[config.mk]
export PLATFORM = sky130hd
export DESIGN_NAME = cfi_lp_tracker_flat
export DESIGN_NICKNAME = d
export VERILOG_FILES = /design/src/rtl/cfi_lp_tracker_pkg.sv /design/src/rtl/cfi_lp_tracker_if.sv /design/src/rtl/cfi_lp_tracker_label_cmp.sv /design/src/rtl/cfi_lp_tracker.sv /design/src/flat_wrapper.sv
export SDC_FILE = /design/constraint.sdc
export NUM_CORES = 1
export LEC_CHECK = 0
export CAP_MARGIN = 40
export CORE_ASPECT_RATIO = 2
export CORE_MARGIN = 8
export CORE_UTILIZATION = 31
export DETAILED_ROUTE_END_ITERATION = 16
export PLACE_DENSITY = 0.86
export RECOVER_POWER = 50
export SYNTH_ARGS = -nofsm -noshare
export SYNTH_HDL_FRONTEND = slang
export SYNTH_SLANG_ARGS = --single-unit
export TNS_END_PERCENT = 50
[constraint.sdc]
create_clock -name clk_i -period 3.8 [get_ports clk_i]
set_input_delay 0.76 -clock clk_i [delete_from_list [all_inputs] [get_ports clk_i]]
set_output_delay 0.76 -clock clk_i [all_outputs]
set_load 0.1 [all_outputs]
[src/rtl/cfi_lp_tracker_pkg.sv]
// Shared types and constants for the forward-edge CFI landing-pad tracker.
package cfi_lp_tracker_pkg;

   localparam int XLEN   = 64;
   localparam int LL_W   = 9;
   localparam int ML_W   = 8;
   localparam int UL_W   = 8;
   localparam int LPLR_W = LL_W + ML_W + UL_W;

   typedef logic [XLEN-1:0] xlen_t;

   localparam logic [11:0] CSR_LPLR = 12'h8C0;
   localparam logic [11:0] CSR_ELP  = 12'h8C1;

   typedef enum logic [2:0] {
      LP_NONE = 3'd0,
      LP_SLL  = 3'd1,
      LP_SML  = 3'd2,
      LP_SUL  = 3'd3,
      LP_CLL  = 3'd4
   } lp_op_t;

   typedef enum logic [1:0] {
      IDLE   = 2'd0,
      EXPECT = 2'd1,
      FAULT  = 2'd2
   } lp_state_e;

   typedef struct packed {
      logic [UL_W-1:0] ul;
      logic [ML_W-1:0] ml;
      logic [LL_W-1:0] ll;
   } lplr_t;

   function automatic lp_state_e elp_to_state(input logic elp);
      return elp ? EXPECT : IDLE;
   endfunction

endpackage

[src/rtl/cfi_lp_tracker_if.sv]
// Commit/CSR/exception-side signal bundle of the landing-pad tracker.
// fault_cnt_o exists only when CFI_FAULT_COUNTER_EN is defined.
interface cfi_lp_tracker_if;
   import cfi_lp_tracker_pkg::*;

   logic          flush_i;
   logic          lp_en_i;
   logic          commit_i;
   lp_op_t        lp_op_i;
   xlen_t         lp_label_i;
   logic          ind_jump_i;
   logic          csr_we_i;
   logic [11:0]   csr_addr_i;
   xlen_t         csr_wdata_i;
   logic          fault_ack_i;
   logic [LPLR_W-1:0] lplr_o;
   logic          elp_o;
   logic          cfi_fault_o;
   xlen_t         cfi_tval_o;
`ifdef CFI_FAULT_COUNTER_EN
   logic [15:0]   fault_cnt_o;
`endif

   modport master (
      output flush_i, lp_en_i, commit_i, lp_op_i, lp_label_i, ind_jump_i,
             csr_we_i, csr_addr_i, csr_wdata_i, fault_ack_i,
`ifdef CFI_FAULT_COUNTER_EN
      input  fault_cnt_o,
`endif
      input  lplr_o, elp_o, cfi_fault_o, cfi_tval_o
   );

   modport slave (
      input  flush_i, lp_en_i, commit_i, lp_op_i, lp_label_i, ind_jump_i,
             csr_we_i, csr_addr_i, csr_wdata_i, fault_ack_i,
`ifdef CFI_FAULT_COUNTER_EN
      output fault_cnt_o,
`endif
      output lplr_o, elp_o, cfi_fault_o, cfi_tval_o
   );

endinterface

[src/rtl/cfi_lp_tracker_label_cmp.sv]
// Label comparator: field match against LPLR plus zero-extended fault value.
module cfi_label_cmp
   import cfi_lp_tracker_pkg::*;
#(
   parameter int W = LL_W
) (
   input  logic [W-1:0] i_label,
   input  logic [W-1:0] i_ref,
   output logic         o_match,
   output xlen_t        o_tval
);

   assign o_match = (i_label == i_ref);
   assign o_tval  = xlen_t'(i_label);

endmodule

[src/rtl/cfi_lp_tracker.sv]
// Commit-side landing-pad tracker owning LPLR and ELP, raising a held CFI fault.
// Optional fault counter enabled by defining CFI_FAULT_COUNTER_EN.
module cfi_lp_tracker
   import cfi_lp_tracker_pkg::*;
(
   input  logic            clk_i,
   input  logic            rst_ni,
   cfi_lp_tracker_if.slave bus
);

   lp_state_e r_state, w_fsm_state, w_nxt_state;
   lplr_t     r_lplr, w_set_lplr, w_nxt_lplr;
   xlen_t     r_tval, w_fsm_tval, w_nxt_tval, w_cll_tval;
   logic      r_elp, r_fault;
   logic      w_eff, w_ll_match, w_csr_lplr, w_csr_elp;
   logic      w_unused_bits;

   assign w_eff      = bus.commit_i && !bus.flush_i && (r_state != FAULT);
   assign w_csr_lplr = bus.csr_we_i && (bus.csr_addr_i == CSR_LPLR);
   assign w_csr_elp  = bus.csr_we_i && (bus.csr_addr_i == CSR_ELP);
   assign w_unused_bits = ^{bus.lp_label_i[XLEN-1:LL_W], bus.csr_wdata_i[XLEN-1:LPLR_W]};

   cfi_label_cmp #(.W(LL_W)) u_ll_cmp (
      .i_label (bus.lp_label_i[LL_W-1:0]),
      .i_ref   (r_lplr.ll),
      .o_match (w_ll_match),
      .o_tval  (w_cll_tval)
   );

   // FSM transitions and label-set updates driven by effective commits
   always_comb begin
      w_fsm_state = r_state;
      w_fsm_tval  = r_tval;
      w_set_lplr  = r_lplr;
      case (r_state)
         IDLE: begin
            w_fsm_tval = '0;
            if (w_eff) begin
               case (bus.lp_op_i)
                  LP_SLL:  w_set_lplr.ll = bus.lp_label_i[LL_W-1:0];
                  LP_SML:  w_set_lplr.ml = bus.lp_label_i[ML_W-1:0];
                  LP_SUL:  w_set_lplr.ul = bus.lp_label_i[UL_W-1:0];
                  default: w_set_lplr    = r_lplr;
               endcase
               w_fsm_state = (bus.ind_jump_i && bus.lp_en_i) ? EXPECT : IDLE;
            end else begin
               w_fsm_state = IDLE;
            end
         end
         EXPECT: begin
            // Disabling CFI drops the expectation silently; set ops here fault instead of writing
            if (!bus.lp_en_i) begin
               w_fsm_state = IDLE;
            end else if (w_eff && (bus.lp_op_i == LP_CLL) && w_ll_match) begin
               w_fsm_state = IDLE;
            end else if (w_eff && (bus.lp_op_i == LP_CLL)) begin
               w_fsm_state = FAULT;
               w_fsm_tval  = w_cll_tval;
            end else if (w_eff) begin
               w_fsm_state = FAULT;
               w_fsm_tval  = '0;
            end else begin
               w_fsm_state = EXPECT;
            end
         end
         FAULT: begin
            w_fsm_state = bus.fault_ack_i ? IDLE : FAULT;
         end
         default: begin
            w_fsm_state = IDLE;
         end
      endcase
   end

   // CSR writes override the commit-side result; ELP writes cannot leave FAULT
   always_comb begin
      w_nxt_lplr = w_csr_lplr ? lplr_t'(bus.csr_wdata_i[LPLR_W-1:0]) : w_set_lplr;
      if (w_csr_elp && (r_state != FAULT)) begin
         w_nxt_state = elp_to_state(bus.csr_wdata_i[0]);
      end else begin
         w_nxt_state = w_fsm_state;
      end
      w_nxt_tval = (w_nxt_state == FAULT) ? w_fsm_tval : '0;
   end

   // State and output registers
   always_ff @(posedge clk_i or negedge rst_ni) begin
      if (!rst_ni) begin
         r_state <= IDLE;
         r_lplr  <= '0;
         r_tval  <= '0;
         r_elp   <= 1'b0;
         r_fault <= 1'b0;
      end else begin
         r_state <= w_nxt_state;
         r_lplr  <= w_nxt_lplr;
         r_tval  <= w_nxt_tval;
         r_elp   <= (w_nxt_state == EXPECT);
         r_fault <= (w_nxt_state == FAULT);
      end
   end

   assign bus.lplr_o      = r_lplr;
   assign bus.elp_o       = r_elp;
   assign bus.cfi_fault_o = r_fault;
   assign bus.cfi_tval_o  = r_tval;

`ifdef CFI_FAULT_COUNTER_EN
   logic [15:0] r_fault_cnt;
   logic        w_fault_entry;

   assign w_fault_entry = (w_nxt_state == FAULT) && (r_state != FAULT);

   // Saturating count of FAULT entries; a clear via LPLR write takes priority
   always_ff @(posedge clk_i or negedge rst_ni) begin
      if (!rst_ni) begin
         r_fault_cnt <= 16'd0;
      end else if (w_csr_lplr && bus.csr_wdata_i[XLEN-1]) begin
         r_fault_cnt <= 16'd0;
      end else if (w_fault_entry && (r_fault_cnt != 16'hFFFF)) begin
         r_fault_cnt <= r_fault_cnt + 16'd1;
      end else begin
         r_fault_cnt <= r_fault_cnt;
      end
   end

   assign bus.fault_cnt_o = r_fault_cnt;
`endif

endmodule

[src/flat_wrapper.sv]
// flat-port wrapper written by rule: the top's interface ports become plain ports
module cfi_lp_tracker_flat import cfi_lp_tracker_pkg::*;
  (clk_i, rst_ni, bus_flush_i, bus_lp_en_i, bus_commit_i, bus_lp_op_i, bus_lp_label_i, bus_ind_jump_i, bus_csr_we_i, bus_csr_addr_i, bus_csr_wdata_i, bus_fault_ack_i, bus_lplr_o, bus_elp_o, bus_cfi_fault_o, bus_cfi_tval_o);
  cfi_lp_tracker_if bus_i ();
  input  logic clk_i;
  input  logic rst_ni;
  input wire logic [$bits(bus_i.flush_i)-1:0] bus_flush_i;
  input wire logic [$bits(bus_i.lp_en_i)-1:0] bus_lp_en_i;
  input wire logic [$bits(bus_i.commit_i)-1:0] bus_commit_i;
  input wire logic [$bits(bus_i.lp_op_i)-1:0] bus_lp_op_i;
  input wire logic [$bits(bus_i.lp_label_i)-1:0] bus_lp_label_i;
  input wire logic [$bits(bus_i.ind_jump_i)-1:0] bus_ind_jump_i;
  input wire logic [$bits(bus_i.csr_we_i)-1:0] bus_csr_we_i;
  input wire logic [$bits(bus_i.csr_addr_i)-1:0] bus_csr_addr_i;
  input wire logic [$bits(bus_i.csr_wdata_i)-1:0] bus_csr_wdata_i;
  input wire logic [$bits(bus_i.fault_ack_i)-1:0] bus_fault_ack_i;
  output wire logic [$bits(bus_i.lplr_o)-1:0] bus_lplr_o;
  output wire logic [$bits(bus_i.elp_o)-1:0] bus_elp_o;
  output wire logic [$bits(bus_i.cfi_fault_o)-1:0] bus_cfi_fault_o;
  output wire logic [$bits(bus_i.cfi_tval_o)-1:0] bus_cfi_tval_o;
  assign bus_i.flush_i = bus_flush_i;
  assign bus_i.lp_en_i = bus_lp_en_i;
  assign bus_i.commit_i = bus_commit_i;
  assign bus_i.lp_op_i = bus_lp_op_i;
  assign bus_i.lp_label_i = bus_lp_label_i;
  assign bus_i.ind_jump_i = bus_ind_jump_i;
  assign bus_i.csr_we_i = bus_csr_we_i;
  assign bus_i.csr_addr_i = bus_csr_addr_i;
  assign bus_i.csr_wdata_i = bus_csr_wdata_i;
  assign bus_i.fault_ack_i = bus_fault_ack_i;
  assign bus_lplr_o = bus_i.lplr_o;
  assign bus_elp_o = bus_i.elp_o;
  assign bus_cfi_fault_o = bus_i.cfi_fault_o;
  assign bus_cfi_tval_o = bus_i.cfi_tval_o;
  cfi_lp_tracker u_core (.clk_i(clk_i), .rst_ni(rst_ni), .bus(bus_i));
endmodule
==> results.ini <==
[clock_network]
cts_buffers = 5
cts_buffer_depth = 2
post_cts_resized = 0
cts_sinks = 38
cts.htree.levels = 2
path_clk_slew_ps = 60
root_buffer = clkbuf_16
cts_tree = built
cts_setup_buffers = 0
clkLatencyLatePin_ps = 270
holdBufCountCts = 0

[sta]
rsz0062_at_grt = no
slew_headroom_pct = 20.6
final.min_clock_period_ps = 2760
tns_ps = 0
fmax_ghz = 0.362
tightest_slew_ps = 1200
whs_ps = 478
setup_violations = 0
fin_worst_skew_ps = 3.91
hold_viol_final = 0
final_max_slew_viol_count = 0
setup_slack_ps = 1040
min_period_over_period_pct = 72.7

[setup_path]
r2r_slack_ps = 1830
critPathKind = flop to primary output
crit_family = buffers and inverters
worstSetupStartpointType = flop
critPathSlowestCell = clkbuf_1
path_buf_inv = 2
endpoint_kind = primary output
crit_fanout = 3
worstPathCellList = clkdlybuf4s50_1 > clkbuf_1
critical-path-max-stage-delay_ps = 870
crit_required_ps = 3040
arrival_ps = 2000

[synthesis]
syn_area_mm2 = 0.00231
ys_warn_count = 0
yosys.area_share.adder_pct = 0
ys_seq_area_share_pct = 41.1
synth.distinct_cells = 28
ys_ff_latch = 38
synth_top_family_by_area = buffers and inverters
synth_top_area_share_pct = 41.1
syn_inst = 242
synth_ff_type = dfrtp_1
synth-compound-area-share_pct = 9.30
syn_avg_cell_area_um2 = 9.56
synth-edff-count = 0
yosys.area_share.xor_xnor_pct = 3.41
synth_area_leader_cell = dfrtp_1
synth.area.top_cells = dfrtp_1, buf_4, mux2i_1, a21oi_1, nor2_1
async_flop_share_pct = 100
synthSimpleGateAreaFrac_pct = 14.6
muxShareOfSynthArea_pct = 11.8

[flow_run]
drv_cap = 0

[layout]
layout-drive-gt1-share_pct = 9.68
final_util_pct = 52.2
diodes = 0
synthToLayoutAreaGrowth_pct = 63.8
nNetsFinal = 522

[min_path]
hp-class = flop to flop

[global_routing]
grt_usage_pct = 13.7
grt_max_degree = 51
overflow = 0
grt_pass1_wl_um = 11900
grt_antenna_before_repair = 0
grt_pass1_vias = 2515

[placement]
pre_cts_ws_ps = 971
place_congestion = 0.735
hpwl_um = 6160
numPortBuffers = 92

[floorplanning]
die_x_um = 77.1
initial_utilization_pct = 31.9
fp.dieH_um = 138
die_area_mm2 = 0.0107
ios = 242
row_count = 44
coreArea_mm2 = 0.00727

[detailed_routing]
ant_nets = 0
via_count = 2053
drt_iter0_drc = 56
drc_errors = 0
wl_per_cell_um = 15.8
drt-vias-per-instance = 4.42
routed_wl_um = 7330
dr.pass1.iters = 4

[power]
p_leak_nw = 1.80
power_density_mw_per_mm2 = 639
peakVddDrop_uv = 388

[run_status]
outcome = finished clean

==> cell usage after synthesis, types with 2 or more instances <==
library cell / count
buf_4: 56
dfrtp_1: 38
nor2_1: 28
a21oi_1: 26
mux2i_1: 25
nand2_1: 19
o31ai_1: 9
xnor2_1: 7
clkbuf_1: 5
nand4b_1: 3
nor4bb_1: 3
buf_2: 2
mux2_2: 2
nand2b_1: 2
nand4_1: 2
o22ai_1: 2
xor2_1: 2
==> cells in the final DEF (no fill, tap or decap), types with 3 or more instances in the layout <==
cell | synthesis | layout
o31ai_1 | 9 | 9
nor2_1 | 28 | 28
buf_8 | 0 | 9
buf_16 | 0 | 10
clkbuf_16 | 0 | 5
clkbuf_1 | 5 | 19
mux2i_1 | 25 | 25
buf_4 | 56 | 3
xnor2_1 | 7 | 7
dfrtp_1 | 38 | 38
nand4b_1 | 3 | 3
nand2_1 | 19 | 19
nor4bb_1 | 3 | 3
a21oi_1 | 26 | 26
clkdlybuf4s50_1 | 0 | 90
conb_1 | 1 | 55
==> sequential cells by signal, summed over array words and instances, names as in the netlist <==
register and flops:
u_core.bus.lplr_o 25, u_core.bus.cfi_tval_o 9, u_core.r_state 2, u_core.bus.cfi_fault_o 1, u_core.bus.elp_o 1
==> final cells by class <==
cell class	count	area, µm²
Clock buffer	6	139
Fill cell	657	3470
Tap cell	92	115
Multi-Input combinational cell	194	1110
Sequential cell	38	951
Timing Repair Buffer	132	1420
Clock inverter	2	60.1
==> per-stage QoR <==
stage,cell area [µm²],power (W),cells
detailed placement,3810,0.00195,456
CTS,4010,0.00251,464
global route,3790,0.00251,464
global placement,3120,0.00163,419
floorplan,2520,0.00142,296
finish,3790,0.00242,464
==> where the power goes <==
| part | leakage (nW) | switching, W | internal (W) |
|---|---|---|---|
| clock network | 0.0971 | 0.000158 | 0.000394 |
| logic | 1.22 | 0.000920 | 0.000427 |
| registers | 0.489 | 0.0000497 | 0.000475 |
| total | 1.80 | 0.00113 | 0.00130 |
==> routing by layer <==
metal,global-route usage [%],share of wire [%],vias up,wire [µm]
met2,25.3,53,122,3860
met3,5.00,7.9,6,582
met4,4.01,1.0,0,74
met1,13.6,38,948,2810
li1,-,-,977,-
met5,0,0,-,0
==> worst min-delay path, stage by stage, from the launching register on <==
cell and delay (ps):
dfrtp_1 340, nand2_1 50, o31ai_1 50
==> logic make-up after synthesis <==
logic type	count (synthesis)
muxes	27
and+or+nand+nor	65
DFF	38
AOI/OAI and AO/OA	38
other	1
buffers and inverters	64
xor gates and xnor gates	9
==> path summary, 6_finish.rpt <==
check / start / endpoint / depth (start not counted)
worst min-delay path: u_core.bus.cfi_tval_o[3]$_DFFE_PN0P_ / u_core.bus.cfi_tval_o[3]$_DFFE_PN0P_ / 2
worst max register to register: u_core.r_state[1]$_DFF_PN0_ / u_core.bus.lplr_o[9]$_DFFE_PN0P_ / 4
min in group asynchronous: rst_ni / u_core.bus.cfi_tval_o[2]$_DFFE_PN0P_ / 1
max in group asynchronous: rst_ni / u_core.bus.lplr_o[14]$_DFFE_PN0P_ / 2
worst min register to register: u_core.bus.cfi_tval_o[3]$_DFFE_PN0P_ / u_core.bus.cfi_tval_o[3]$_DFFE_PN0P_ / 2
worst max-delay path: u_core.bus.lplr_o[8]$_DFFE_PN0P_ / bus_lplr_o[8] / 2
Power figures use the tool's default switching activity.
